`config.mk`:
```
export PLATFORM = sky130hd
export DESIGN_NAME = wb_stage
export DESIGN_NICKNAME = d
export VERILOG_FILES = /design/src/rtl/mips_defs.sv /design/src/rtl/load_align.sv /design/src/rtl/wb_stage.sv
export SDC_FILE = /design/constraint.sdc
export NUM_CORES = 1
export LEC_CHECK = 0
export BUFFER_PORTS_ARGS = -buffer_cell sky130_fd_sc_hd__buf_2
export CAP_MARGIN = 0
export CELL_PAD_IN_SITES_DETAIL_PLACEMENT = 0
export CELL_PAD_IN_SITES_GLOBAL_PLACEMENT = 1
export CORE_MARGIN = 2
export CORE_UTILIZATION = 33
export CTS_CLUSTER_SIZE = 25
export DETAILED_ROUTE_END_ITERATION = 8
export PLACE_DENSITY = 0.77
export SYNTH_ARGS = -nofsm -noshare
export SYNTH_HDL_FRONTEND = slang
export SYNTH_HIERARCHICAL = 1
export SYNTH_SLANG_ARGS = --single-unit
```
`constraint.sdc`:
```
create_clock -name clk -period 1.9 [get_ports clk]
set_clock_uncertainty 0.05 [all_clocks]
set_input_delay 0.19 -clock clk [delete_from_list [all_inputs] [get_ports clk]]
set_output_delay 0.19 -clock clk [all_outputs]
set_load 0.01 [all_outputs]
```
`src/rtl/mips_defs.sv`:
```
// ---------------------------------------------------------------------------
// mips_defs
//   Definitions shared by the MIPS pipeline stages:
//     - load-type encodings carried from decode to the writeback stage
//     - writeback FSM state encoding
//     - the link register number used by jal-type instructions
//     - rf_write_en(): the regfile write-enable rule. Link instructions write
//       through the store_pc path instead, and r0 is never written.
// ---------------------------------------------------------------------------
package mips_defs;

    localparam logic [2:0] LT_LW  = 3'd0;
    localparam logic [2:0] LT_LH  = 3'd1;
    localparam logic [2:0] LT_LHU = 3'd2;
    localparam logic [2:0] LT_LB  = 3'd3;
    localparam logic [2:0] LT_LBU = 3'd4;

    localparam logic [4:0] LINK_REG = 5'd31;

    typedef enum logic [1:0] {
        ST_IDLE     = 2'd0,
        ST_WAIT_MEM = 2'd1,
        ST_WRITE    = 2'd2,
        ST_DRAIN    = 2'd3
    } wb_state_t;

    function automatic logic rf_write_en(input logic       regwrite,
                                         input logic       link,
                                         input logic [4:0] wreg);
        return regwrite & ~link & (wreg != 5'd0);
    endfunction

endpackage

```
`src/rtl/load_align.sv`:
```
// ---------------------------------------------------------------------------
// load_align
//   Combinational extraction and extension of load data from a little-endian
//   32-bit data-RAM word.
//   Ports:
//     load_type  in  3   LT_* encoding from mips_defs
//     addr       in  2   byte offset within the word
//     rdata      in  32  data-RAM read word
//     data       out 32  aligned, sign- or zero-extended value
//   LW ignores addr. Halfword loads use addr[1] only, so a misaligned halfword
//   address silently reads the enclosing aligned half.
// ---------------------------------------------------------------------------
module load_align
    import mips_defs::*;
(
    input  logic [2:0]  load_type,
    input  logic [1:0]  addr,
    input  logic [31:0] rdata,
    output logic [31:0] data
);

    logic [15:0] half_sel;
    logic [7:0]  byte_sel;

    always_comb begin
        half_sel = addr[1] ? rdata[31:16] : rdata[15:0];
        byte_sel = rdata[{addr, 3'b000} +: 8];
        data     = rdata;
        case (load_type)
            LT_LH:   data = {{16{half_sel[15]}}, half_sel};
            LT_LHU:  data = {16'h0000, half_sel};
            LT_LB:   data = {{24{byte_sel[7]}}, byte_sel};
            LT_LBU:  data = {24'h000000, byte_sel};
            default: data = rdata;
        endcase
    end

endmodule

```
`src/rtl/wb_stage.sv`:
```
// ---------------------------------------------------------------------------
// wb_stage
//   MIPS writeback stage. Takes retiring instructions from MEM, waits for load
//   data from the data RAM, aligns/extends it, and drives the regfile write
//   port and the jal link port with one-cycle registered pulses.
//
//   Parameter MEM_TIMEOUT: cycles allowed in WAIT_MEM before wb_err pulses and
//   the load is dropped; 0 disables the watchdog.
//
//   Optional feature macro WB_TRACE_EN: adds the debug_wb_* trace outputs,
//   registered alongside the write pulses and valid in the WRITE cycle.
//
//   Ports:
//     clk, rst            clock, synchronous active-high reset
//     mem_valid/mem_ready retiring-instruction handshake from MEM
//     mem_pc, mem_wreg, mem_regwrite, mem_link, mem_load, mem_load_type,
//     mem_result          instruction fields (mem_result[1:0] = load offset)
//     dm_rvalid, dm_rdata data-RAM read response (single-cycle pulse)
//     flush               discard the instruction pending in WB
//     wb_wreg, wb_wdata, wb_regwrite      regfile write port
//     wb_store_pc, wb_inst_address        jal link port (regfile adds 8)
//     stall_req           upstream hold request, always ~mem_ready
//     wb_err              load-response watchdog expiry pulse
//     dbg_state           current FSM state
//
//   Handshake: an instruction transfers on a rising edge where
//   mem_valid & mem_ready & ~flush. mem_ready depends only on the FSM state
//   (never on mem_valid or flush); MEM must hold its fields while mem_valid is
//   high and mem_ready is low. flush suppresses the transfer without touching
//   mem_ready.
// ---------------------------------------------------------------------------
module wb_stage
    import mips_defs::*;
#(
    parameter int MEM_TIMEOUT = 64
) (
    input  logic        clk,
    input  logic        rst,
    input  logic        mem_valid,
    output logic        mem_ready,
    input  logic [31:0] mem_pc,
    input  logic [4:0]  mem_wreg,
    input  logic        mem_regwrite,
    input  logic        mem_link,
    input  logic        mem_load,
    input  logic [2:0]  mem_load_type,
    input  logic [31:0] mem_result,
    input  logic        dm_rvalid,
    input  logic [31:0] dm_rdata,
    input  logic        flush,
    output logic [4:0]  wb_wreg,
    output logic [31:0] wb_wdata,
    output logic        wb_regwrite,
    output logic        wb_store_pc,
    output logic [31:0] wb_inst_address,
    output logic        stall_req,
    output logic        wb_err,
    output wb_state_t   dbg_state
`ifdef WB_TRACE_EN
    ,
    output logic [31:0] debug_wb_pc,
    output logic [3:0]  debug_wb_rf_wen,
    output logic [4:0]  debug_wb_rf_wnum,
    output logic [31:0] debug_wb_rf_wdata
`endif
);

    localparam bit WD_EN = (MEM_TIMEOUT > 0);
    localparam int CW    = (MEM_TIMEOUT < 2) ? 1 : $clog2(MEM_TIMEOUT);
    localparam logic [CW-1:0] WD_LAST = CW'((MEM_TIMEOUT > 0) ? MEM_TIMEOUT - 1 : 0);

    wb_state_t     state_q, state_d;

    // Fields of the load waiting for its data-RAM response.
    logic [31:0]   pc_q;
    logic [4:0]    wreg_q;
    logic          regwrite_q;
    logic          link_q;
    logic [2:0]    load_type_q;
    logic [1:0]    addr_q;
    logic [CW-1:0] wcount_q;

    logic          take;      // instruction accepted this cycle
    logic          capture;   // load data accepted this cycle
    logic          timeout;   // watchdog drops the load this cycle
    logic          fire;      // next cycle is a WRITE cycle
    logic          wd_expired;
    logic [31:0]   aligned;

    // Write-port values for the upcoming WRITE cycle: either the direct
    // instruction (non-load) or the held load plus its aligned data.
    logic [31:0]   n_pc;
    logic [31:0]   n_wdata;
    logic [4:0]    n_wreg;
    logic          n_regwrite;
    logic          n_link;
    logic          n_we;

    load_align u_load_align (
        .load_type (load_type_q),
        .addr      (addr_q),
        .rdata     (dm_rdata),
        .data      (aligned)
    );

    // The last WAIT_MEM cycle is the one whose count equals MEM_TIMEOUT-1,
    // so the stage spends exactly MEM_TIMEOUT cycles waiting.
    assign wd_expired = WD_EN && (wcount_q == WD_LAST);
    assign stall_req  = ~mem_ready;
    assign dbg_state  = state_q;

    always_comb begin
        state_d   = state_q;
        mem_ready = 1'b0;
        take      = 1'b0;
        capture   = 1'b0;
        timeout   = 1'b0;
        case (state_q)
            ST_IDLE, ST_WRITE: begin
                mem_ready = 1'b1;
                if (mem_valid && !flush) begin
                    take    = 1'b1;
                    state_d = mem_load ? ST_WAIT_MEM : ST_WRITE;
                end else begin
                    state_d = ST_IDLE;
                end
            end
            ST_WAIT_MEM: begin
                // A response arriving with flush is simply dropped; without
                // one the response is still owed, so DRAIN swallows it.
                if (flush) begin
                    state_d = dm_rvalid ? ST_IDLE : ST_DRAIN;
                end else if (dm_rvalid) begin
                    capture = 1'b1;
                    state_d = ST_WRITE;
                end else if (wd_expired) begin
                    timeout = 1'b1;
                    state_d = ST_IDLE;
                end
            end
            ST_DRAIN: begin
                if (dm_rvalid) begin
                    state_d = ST_IDLE;
                end
            end
            default: state_d = ST_IDLE;
        endcase
    end

    always_comb begin
        fire = (take & ~mem_load) | capture;
        if (capture) begin
            n_pc       = pc_q;
            n_wreg     = wreg_q;
            n_regwrite = regwrite_q;
            n_link     = link_q;
            n_wdata    = aligned;
        end else begin
            n_pc       = mem_pc;
            n_wreg     = mem_wreg;
            n_regwrite = mem_regwrite;
            n_link     = mem_link;
            n_wdata    = mem_result;
        end
        n_we = rf_write_en(n_regwrite, n_link, n_wreg);
    end

    always_ff @(posedge clk) begin
        if (rst) begin
            state_q         <= ST_IDLE;
            pc_q            <= '0;
            wreg_q          <= '0;
            regwrite_q      <= 1'b0;
            link_q          <= 1'b0;
            load_type_q     <= LT_LW;
            addr_q          <= '0;
            wcount_q        <= '0;
            wb_wreg         <= '0;
            wb_wdata        <= '0;
            wb_regwrite     <= 1'b0;
            wb_store_pc     <= 1'b0;
            wb_inst_address <= '0;
            wb_err          <= 1'b0;
        end else begin
            state_q     <= state_d;
            wcount_q    <= (state_q == ST_WAIT_MEM && state_d == ST_WAIT_MEM)
                           ? wcount_q + 1'b1 : '0;
            wb_regwrite <= fire & n_we;
            wb_store_pc <= fire & n_link;
            wb_err      <= timeout;
            if (take && mem_load) begin
                pc_q        <= mem_pc;
                wreg_q      <= mem_wreg;
                regwrite_q  <= mem_regwrite;
                link_q      <= mem_link;
                load_type_q <= mem_load_type;
                addr_q      <= mem_result[1:0];
            end
            if (fire) begin
                wb_wreg         <= n_wreg;
                wb_wdata        <= n_wdata;
                wb_inst_address <= n_pc;
            end
        end
    end

`ifdef WB_TRACE_EN
    // Trace view of the regfile commit: link writes are reported as the
    // r31 <= pc+8 write the regfile actually performs.
    always_ff @(posedge clk) begin
        if (rst) begin
            debug_wb_pc       <= '0;
            debug_wb_rf_wen   <= '0;
            debug_wb_rf_wnum  <= '0;
            debug_wb_rf_wdata <= '0;
        end else begin
            debug_wb_rf_wen <= (fire && (n_we || n_link)) ? 4'hF : 4'h0;
            if (fire) begin
                debug_wb_pc       <= n_pc;
                debug_wb_rf_wnum  <= n_link ? LINK_REG : n_wreg;
                debug_wb_rf_wdata <= n_link ? n_pc + 32'd8 : n_wdata;
            end
        end
    end
`endif

endmodule
```
==> reports/results.tsv <==
stage	metric	value	unit
die	floorplan.initialDensity	0.336	
timing	timing.fmax	0.545	GHz
min_path	hold_path_class	primary input to flip-flop	
logic_synthesis	area_fraction_of_the_dominant_cell_type_after_synthesis	0.411	
route	drt-wirelength-per-cell	15.5	µm
global_routing	antenna_found_initial	1	
timing	fin_ws	0.0642	ns
die	die_area	19400	µm²
logic_synthesis	post_synth_instance_area	6040	µm²
logic_synthesis	syn-num-nets	870	
logic_synthesis	synth.lib_cells_used.distinct	53	
logic_synthesis	synth-main-ff-cell	sky130_fd_sc_hd__dfxtp_1	
setup_path	cpMaxStageDelayCell	sky130_fd_sc_hd__a2111oi_1	
timing	setup_tns	0	ns
clocking	root_buffer	sky130_fd_sc_hd__clkbuf_16	
placed_design	detailedPlace.worstSlack	0.00141	ns
finish	final-seq-area	2490	µm²
die	dieHeight	139	µm
finish	area_growth_syn_to_layout	41.0	%
finish	multi_input_area	3200	µm²
placed_design	detailedPlacementHpwl	13200	µm
route	routed.top_layer	met4	
setup_path	worst-path-max-fanout	7	
placed_design	global_placement_routability_congestion	0.874	
setup_path	max_stage_delay	0.44	ns
run_status	run_status	completed	
logic_synthesis	ys_ff_latch	124	
power	irDropWorstVdd	0.000650	V
clocking	cts_setup_buffers	0	
route	met2WireLength	9350	µm
logic_synthesis	synth_area_leader_cell	sky130_fd_sc_hd__dfxtp_1	
die	core_area	18000	µm²
clocking	clock_sinks	124	
setup_path	worst_setup_path_start_kind	flip-flop	
die	chipWidth	139	µm
timing	timing_hold_violations_final	0	
timing	period_minus_slack	1.84	ns
route	final_antenna_net_count	0	
timing	setup_viol	0	
global_routing	global_route_wire_length_before_repair	30300	µm
route	wl_met3	1120	µm
finish	finish.instance_area	8510	µm²
setup_path	end_kind	flip-flop	
clocking	tritoncts.num_buffers	17	
logic_synthesis	syn_inst	757	
setup_path	crit_family	compound AO/OA/AOI/OAI gates	
placed_design	dpl.cell_count	1137	
finish	stdcell_count	1230	
setup_path	cp_common_cell	sky130_fd_sc_hd__nand2_1	
setup_path	critical_path.cell_chain	buf_4, nand2_1, nor3b_1, a2111oi_1, a311o_1, nand2_1, a311oi_1	
finish	fin_nets	1101	
placed_design	postPlaceCellArea	7290	µm²
logic_synthesis	ys_seq_area_frac	0.411	
setup_path	timing.critical_path.required	2.17	ns
setup_path	timing.setup.critical_path_class	flip-flop to flip-flop	
logic_synthesis	synth_area_per_cell	7.98	µm²
route	m1WireLength	8240	µm
die	top_level_port_count	188	
die	placement_rows	49	
setup_path	cp_num_buf_inv	1	
power	leakagePower	3.59	nW
clocking	cts-htree-levels	4	
clocking	clk_transition_reported_paths	0.06	ns
timing	final.period_utilization	0.966	
finish	fin_util	0.474	
timing	worst_pin_slew	0.773	ns
logic_synthesis	ys_top_cells_by_area	sky130_fd_sc_hd__dfxtp_1 41%, sky130_fd_sc_hd__nand2_1 15%, sky130_fd_sc_hd__a311oi_2 7.2%, sky130_fd_sc_hd__a311oi_1 5.8%, sky130_fd_sc_hd__nor2_1 5.2%	
global_routing	grt_total_usage	0.194	
placed_design	io_buffers	187	
power	power_density_of_the_placed_cells	819	nW/µm²
route	route.detailed.drc	0	
global_routing	grt_overflow_total	0	
route	drt_iter0_markers	358	
route	firstDrtPassIters	4	
setup_path	critical_path_arrival	2.11	ns
clocking	cts_max_path_buffers	2	
finish	drive_gt1_frac	0.307	
finish	fillers	1846	
global_routing	pin_count_of_the_biggest_net_entering_global_routing	60	
logic_synthesis	synth-warning-count	6	
route	wl	19100	µm
run	timing.max_cap.violations	0	
route	post_drt_via_cell_ratio	4.93	
timing	relSlewSlack	0.484	
clocking	cts_tree	done	
logic_synthesis	synth_enable_flop_cells	0	
global_routing	grt_pass1_vias	5752	
timing	finalMaxSlewViolations	0	
clocking	clock_insertion_delay_worst_skew	0.42	ns
logic_synthesis	synth-async-reset-ratio	0	
route	vias	6062	
[synthesized netlist by cell type (2+ instances only)]
cell type	instances
sky130_fd_sc_hd__a21boi_0	7
sky130_fd_sc_hd__a21o_1	11
sky130_fd_sc_hd__a21o_2	6
sky130_fd_sc_hd__a21oi_1	49
sky130_fd_sc_hd__a311oi_1	40
sky130_fd_sc_hd__a311oi_2	29
sky130_fd_sc_hd__and3_1	3
sky130_fd_sc_hd__buf_1	6
sky130_fd_sc_hd__buf_2	22
sky130_fd_sc_hd__buf_4	9
sky130_fd_sc_hd__buf_6	5
sky130_fd_sc_hd__clkbuf_1	22
sky130_fd_sc_hd__dfxtp_1	124
sky130_fd_sc_hd__inv_1	19
sky130_fd_sc_hd__maj3_1	8
sky130_fd_sc_hd__mux2i_1	7
sky130_fd_sc_hd__nand2_1	238
sky130_fd_sc_hd__nand3_1	4
sky130_fd_sc_hd__nand4bb_1	2
sky130_fd_sc_hd__nor2_1	83
sky130_fd_sc_hd__nor3_1	13
sky130_fd_sc_hd__nor3_4	2
sky130_fd_sc_hd__nor3b_1	2
sky130_fd_sc_hd__o2111ai_1	2
sky130_fd_sc_hd__o21ai_0	5
sky130_fd_sc_hd__o221ai_1	7
sky130_fd_sc_hd__or3b_2	2
sky130_fd_sc_hd__or4_1	2
sky130_fd_sc_hd__xnor2_1	2
sky130_fd_sc_hd__xor2_1	3
[layout by cell type (no fill, tap or decap), types with 19 or more instances in the layout]
cell	instances
sky130_fd_sc_hd__a21oi_1	49
sky130_fd_sc_hd__buf_4	20
sky130_fd_sc_hd__a311oi_1	38
sky130_fd_sc_hd__buf_2	186
sky130_fd_sc_hd__inv_1	19
sky130_fd_sc_hd__dfxtp_1	121
sky130_fd_sc_hd__dlygate4sd3_1	61
sky130_fd_sc_hd__nor2_1	82
sky130_fd_sc_hd__nand2_1	237
sky130_fd_sc_hd__a311oi_2	31
[cell families (layout without fill, tap and decap cells)]
| group | Yosys count | count (layout) | share of synthesized area |
|---|---|---|---|
| AO/OA/AOI/OAI | 165 | 165 | 0.231 |
| adder cells (fa/ha/maj) | 9 | 9 | 0.0153 |
| XOR/XNOR | 5 | 5 | 0.00725 |
| other | 0 | 1 | 0 |
| flip-flops | 124 | 124 | 0.411 |
| AND/OR/NAND/NOR | 361 | 361 | 0.248 |
| multiplexers | 9 | 9 | 0.0172 |
| buffers and inverters | 84 | 327 | 0.0700 |
[timing repair]
item | 4_1_cts | 5_1_grt
setup endpoints to repair | 0 | 33
resized for setup | 0 | 10
hold buffers | 61 | 0
hold endpoints to repair | 89 | 0
[worst min-delay path, delay by kind of cell]
| kind | cells | cell delay [ns] |
|---|---|---|
| AOI/OAI and AO/OA | 1 | 0.07 |
| and+or+nand+nor | 1 | 0.06 |
| buffers and inverters | 1 | 0.11 |
[final timing paths]
check	cells past startpoint	slack [ns]	startpoint	endpoint
min	3	0.02	mem_result[6]	wb_wdata[6]
max reg2reg	7	0.06	addr_q[1]	wb_wdata[7]
min reg2reg	1	0.40	wcount_q[0]	wcount_q[0]
max	7	0.06	addr_q[1]	wb_wdata[7]
[report_power, final]
part | leakage (nW) | switching [mW] | internal, mW
logic | 2.30 | 0.530 | 0.477
registers | 1.01 | 0.0657 | 2.73
clock network | 0.273 | 1.24 | 1.93
[layer usage]
layer,GRT usage,vias to the layer above
li1,-,3078
met1,0.240,2796
met2,0.322,165
met3,0.0513,23
met4,0.0776,0
met5,0,-
[through the flow]
step / power, mW / hold WS, ns
4_1_cts: 7.07 / 0.0000500
6_report: 6.97 / 0.0155
3_5_place_dp: 3.76 / 0.390
3_3_place_gp: 3.75 / 0.383
2_1_floorplan: 3.37 / 0.276
5_1_grt: 7.29 / 0.00872
[state kept, by name, indices dropped and copies added (netlist names), 2 cells and up]
name and count:
addr_q 2, dbg_state 2, load_type_q 3, pc_q 32, wb_inst_address 32, wb_wdata 32, wb_wreg 5, wcount_q 6
wreg_q 5
[layout make-up]
cell class / count / area share
Clock buffer: 18 / 0.0504
Timing Repair Buffer: 277 / 0.222
Multi-Input combinational cell: 549 / 0.376
Inverter: 19 / 0.00838
Antenna cell: 1 / 0.000294
Clock inverter: 13 / 0.0171
Tap cell: 229 / 0.0337
Sequential cell: 124 / 0.292
Power figures use the tool's default switching activity.
